[src/rtl/fstage_fetch.sv]
// Instruction fetch stage: takes the next PC from write-back, issues one
// read on the instruction bus, and presents {pc, instruction, pc+4, status}
// to decode. At most one read is ever outstanding; a misaligned PC is
// reported as a fault without touching the bus.
module fstage_fetch #(
  parameter logic [31:0] RESET_PC = 32'h80000000
) (
  input  logic        clk,
  input  logic        rst,
  // next PC from write-back
  input  logic [31:0] dnpc,
  input  logic        s_valid,
  output logic        s_ready,
  // instruction bus, read-address channel
  output logic [31:0] araddr,
  output logic        arvalid,
  input  logic        arready,
  // instruction bus, read-data channel
  input  logic [31:0] rdata,
  input  logic [1:0]  rresp,
  input  logic        rvalid,
  output logic        rready,
  // towards decode
  output logic [31:0] pcF,
  output logic [31:0] instF,
  output logic [31:0] snpcF,
  output logic [1:0]  faultF,
  output logic        m_valid,
  input  logic        m_ready
);

  typedef enum logic [2:0] {
    BOOT      = 3'd0,
    ADDR      = 3'd1,
    WAIT_DATA = 3'd2,
    OUT       = 3'd3,
    WAIT_PC   = 3'd4
  } state_t;

  localparam logic [1:0] FAULT_OK    = 2'b00;
  localparam logic [1:0] FAULT_ALIGN = 2'b01;
  localparam logic [1:0] FAULT_BUS   = 2'b10;

  state_t state_r;
  state_t state_nx_s;

  // Sequential PC: wraps naturally at 2^32.
  function automatic logic [31:0] next_seq_pc(input logic [31:0] pc);
    return pc + 32'd4;
  endfunction

  // A PC that is not word aligned cannot be fetched.
  function automatic logic pc_misaligned(input logic [31:0] pc);
    return (pc[1:0] != 2'b00);
  endfunction

  // State register; reset abandons any in-flight bus transaction.
  always_ff @(posedge clk or posedge rst) begin
    if (rst) begin
      state_r <= BOOT;
    end else begin
      state_r <= state_nx_s;
    end
  end

  // Next-state logic: each state only looks at its own handshake input.
  always_comb begin
    state_nx_s = state_r;
    case (state_r)
      BOOT: begin
        state_nx_s = ADDR;
      end
      ADDR: begin
        if (arready) begin
          state_nx_s = WAIT_DATA;
        end else begin
          state_nx_s = ADDR;
        end
      end
      WAIT_DATA: begin
        if (rvalid) begin
          state_nx_s = OUT;
        end else begin
          state_nx_s = WAIT_DATA;
        end
      end
      OUT: begin
        if (m_ready) begin
          state_nx_s = WAIT_PC;
        end else begin
          state_nx_s = OUT;
        end
      end
      WAIT_PC: begin
        if (s_valid) begin
          if (pc_misaligned(dnpc)) begin
            state_nx_s = OUT;
          end else begin
            state_nx_s = ADDR;
          end
        end else begin
          state_nx_s = WAIT_PC;
        end
      end
      default: begin
        state_nx_s = BOOT;
      end
    endcase
  end

  // Fetch payload registers: captured on data return or on PC accept,
  // held untouched while decode is being offered the result.
  always_ff @(posedge clk or posedge rst) begin
    if (rst) begin
      pcF    <= RESET_PC;
      snpcF  <= RESET_PC + 32'd4;
      instF  <= 32'd0;
      faultF <= FAULT_OK;
    end else begin
      case (state_r)
        WAIT_DATA: begin
          if (rvalid) begin
            instF  <= rdata;
            faultF <= (rresp != 2'b00) ? FAULT_BUS : FAULT_OK;
          end
        end
        WAIT_PC: begin
          if (s_valid) begin
            pcF   <= dnpc;
            snpcF <= next_seq_pc(dnpc);
            if (pc_misaligned(dnpc)) begin
              instF  <= 32'd0;
              faultF <= FAULT_ALIGN;
            end else begin
              faultF <= FAULT_OK;
            end
          end
        end
        default: begin
          pcF <= pcF;
        end
      endcase
    end
  end

  // Handshake outputs decoded purely from the registered state.
  always_comb begin
    arvalid = (state_r == ADDR);
    rready  = (state_r == WAIT_DATA);
    m_valid = (state_r == OUT);
    s_ready = (state_r == WAIT_PC);
  end

  // The read address is always the current PC, so it cannot move while
  // the request is pending.
  assign araddr = pcF;

endmodule

[config.mk]
export PLATFORM = sky130hd
export DESIGN_NAME = fstage_fetch
export DESIGN_NICKNAME = d
export VERILOG_FILES = /design/src/rtl/fstage_fetch.sv
export SDC_FILE = /design/constraint.sdc
export NUM_CORES = 1
export LEC_CHECK = 0
export ABC_CLOCK_PERIOD_IN_PS = 3250
export CAP_MARGIN = 15
export CELL_PAD_IN_SITES_DETAIL_PLACEMENT = 1
export CELL_PAD_IN_SITES_GLOBAL_PLACEMENT = 1
export CORE_UTILIZATION = 42
export DETAILED_ROUTE_END_ITERATION = 8
export DONT_BUFFER_PORTS = 1
export PLACE_DENSITY = 0.79
export RECOVER_POWER = 25
export SYNTH_ARGS = -nofsm -noshare
export SYNTH_HDL_FRONTEND = slang
export SYNTH_SLANG_ARGS = --single-unit
[constraint.sdc]
create_clock -name clk -period 3.25 [get_ports clk]
set_input_delay 0.4875 -clock clk [delete_from_list [all_inputs] [get_ports clk]]
set_output_delay 0.4875 -clock clk [all_outputs]
set_load 0.02 [all_outputs]
==> impl_metrics.yaml <==
timing:
  slew_violations: 0
  slew_headroom_pct: 37.3
  finalSetupViolations: 0
  rsz0062_at_grt: "no"
  fin_setup_tns_ns: 0
  clock.fmax_mhz: 450
  fin_crit_ns: 2.22
  clock_skew_ns: 0.0121
  period_share_pct: 68.4
  worst_pin_slew_ns: 0.941
  finalHoldViolCount: 0
  holdWs_ns: 0.206
floorplan:
  dieArea_sq_um: 11300
  fp-row-count: 37
  die_height_um: 106
  start_util_pct: 43.7
  die_w_um: 106
  core_sq_um: 10500
  io_pins: 206
layout:
  nNetsFinal: 489
  antennaDiodeCount: 0
  final_cell_area_sq_um: 4700
  drive_above_1_share_pct: 15.7
  regArea_sq_um: 2480
  fill_cells: 1196
  multi_input_area_sq_um: 1730
  final_common_cell: "nand2_1"
  final_cell_mix: "nand2_1, dfrtp_1, o21ai_0"
  area_growth_pct: 2.68
route:
  vias: 3023
  antenna_left: 0
  drtPass1Iterations: 3
  finalWirelength_um: 10400
  drt_iter0_markers: 172
  wl_per_cell_um: 18.6
  drc: 0
  viasPerCell: 5.43
cts:
  cts_made_buffers: 9
  clock_path_buffers: 2
  cts.hold.buffers_added: 0
  postCtsSetupBuffers: 0
  cts_max_level: 3
  clkTransAtPathRegs_ns: 0.09
  post_cts_resized: 0
  clk_latency_ns: 0.35
  clock-sinks: 99
  root_buffer: "clkbuf_8"
  cts_tree: "done"
worst_setup_path:
  cp.required_ns: 3.44
  end_kind: "flop"
  r2r-start: "state_r[1]"
  r2r_cells: 5
  cp-start-kind: "flop"
  reg2reg_setup_slack_ns: 1.03
  cp.arrival_ns: 2.41
  cp_max_fo: 64
  r2r-end: "instF[22]"
  worstSetupPathType: "reg2reg"
global_routing:
  grt.overflow.total: 0
  grt_max_degree: 98
  grt_pass1_wl_um: 16000
  grtUsageTotal_pct: 18.4
  grt_pass1_vias: 3150
  antenna_found_initial: 0
logic_synthesis:
  syn_avg_cell_area_sq_um: 10.1
  ys_warn_count: 0
  syn-cell-area_sq_um: 4580
  synthesis.instances: 453
  synth_fp_nets: 526
  async_reset_ff_share_pct: 100
  ys_ff_latch: 99
  ys.flop_type: "dfrtp_1"
  yosysUniqueCellTypes: 36
  synth_edf_count: 0
  ys_seq_area_share_pct: 54.2
placed_design:
  hpwl_um: 7420
  port_buffers: 0
  place_area_sq_um: 4450
  place.gp.congestion: 0.738
power:
  switchingPower_mw: 2.22
  combPwrFrac_pct: 17.0
  vdd_ir_drop_max_mv: 0.452
  clkPwrFrac_pct: 17.7
  powerDensity_nw_per_um2: 1020
  switching_share_pct: 46.4
  internal-power_mw: 2.57
  leakage_nw: 2.17
  pwr-share-seq_pct: 65.3
outcome:
  status: "complete, no violations"
min_path:
  holdPathEnd: "snpcF[2]"
  holdPathStages: 1
  worstHoldPathType: "in2reg"
  min_from: "dnpc[2]"
job:
  cap_violations: 0
-- layout make-up --
| cell class | count | share of cell area (%) |
|---|---|---|
| clock buffer | 11 | 2.80 |
| clock inverter | 5 | 1.65 |
| inverter | 6 | 0.506 |
| multi-input combinational | 293 | 36.8 |
| sequential | 99 | 52.8 |
| tap | 136 | 3.62 |
| timing repair buffer | 7 | 1.86 |
-- flip-flops by register name, summed over array words and instances, names as in the netlist --
name	count
snpcF	30
araddr	32
state_r	3
instF	32
faultF	2
-- kinds of logic after synthesis --
| family | after synthesis | synth area share, % |
|---|---|---|
| AOI/OAI and AO/OA | 72 | 8.15 |
| DFF | 99 | 54.2 |
| and+or+nand+nor | 161 | 16.2 |
| xor gates and xnor gates | 28 | 5.36 |
| buffers and inverters | 61 | 8.23 |
| adders and majority gates | 1 | 0.273 |
| muxes | 31 | 7.63 |
-- metal layers --
metal  track usage [%]  vias up  wire length (um)
met5                 0        -                 0
met4              5.95        0               120
met3              7.73       10              1050
met2              31.4      144              5200
met1              20.6     1473              3990
li1                  -     1396                 -
-- per-stage QoR --
stage               total power [mW]  setup WS (ns)  cells  util [%]
CTS                             4.84           1.01    555      44.6
finish                          4.78           1.03    557      44.9
global route                    5.07          0.793    557      44.9
global placement                3.89           1.03    539      42.6
floorplan                       3.92          0.177    453         -
detailed placement              3.99          0.982    539      42.6
-- how the worst max path moves through the flow --
stage / start / end / slack (ns) / cells after the start
after floorplan: rst / araddr[0] / 0.18 / 1
after global placement: dnpc[2] / snpcF[30] / 1.03 / 6
after detailed placement: dnpc[2] / snpcF[30] / 0.98 / 6
after CTS: state_r[1] / instF[15] / 1.01 / 5
after global routing: state_r[1] / instF[28] / 0.79 / 5
final: state_r[1] / instF[22] / 1.03 / 5
-- Yosys cell counts (all sizes together), types with 3 or more instances --
cell	number	area share, %
nand4	6	1.1
nor3	7	0.87
o21ai	67	7.4
a21oi	3	0.33
nand3	13	1.4
nand2	109	8.9
xnor2	16	3.1
mux2	31	7.6
nor2	10	0.82
buf	39	6.4
and3	5	0.74
inv	6	0.49
dfstp	3	1.7
xor2	12	2.3
nor3b	3	0.49
dfrtp	96	52
clkbuf	16	1.3
-- critical path: stages, from the launching register on --
cell     delay, ns
dfrtp_1       0.44
nor3b_1       0.16
buf_4         0.16
nand2_1       0.20
a22o_2        0.82
o21ai_0       0.25
-- power by group through the flow --
stage	registers (mW)	logic [mW]	clock network, mW
finish	3.12	0.813	0.847
global route	3.21	0.936	0.926
CTS	3.14	0.824	0.874
detailed placement	3.16	0.825	0
global placement	3.14	0.756	0
floorplan	2.76	1.17	0
Power figures use the tool's default switching activity.
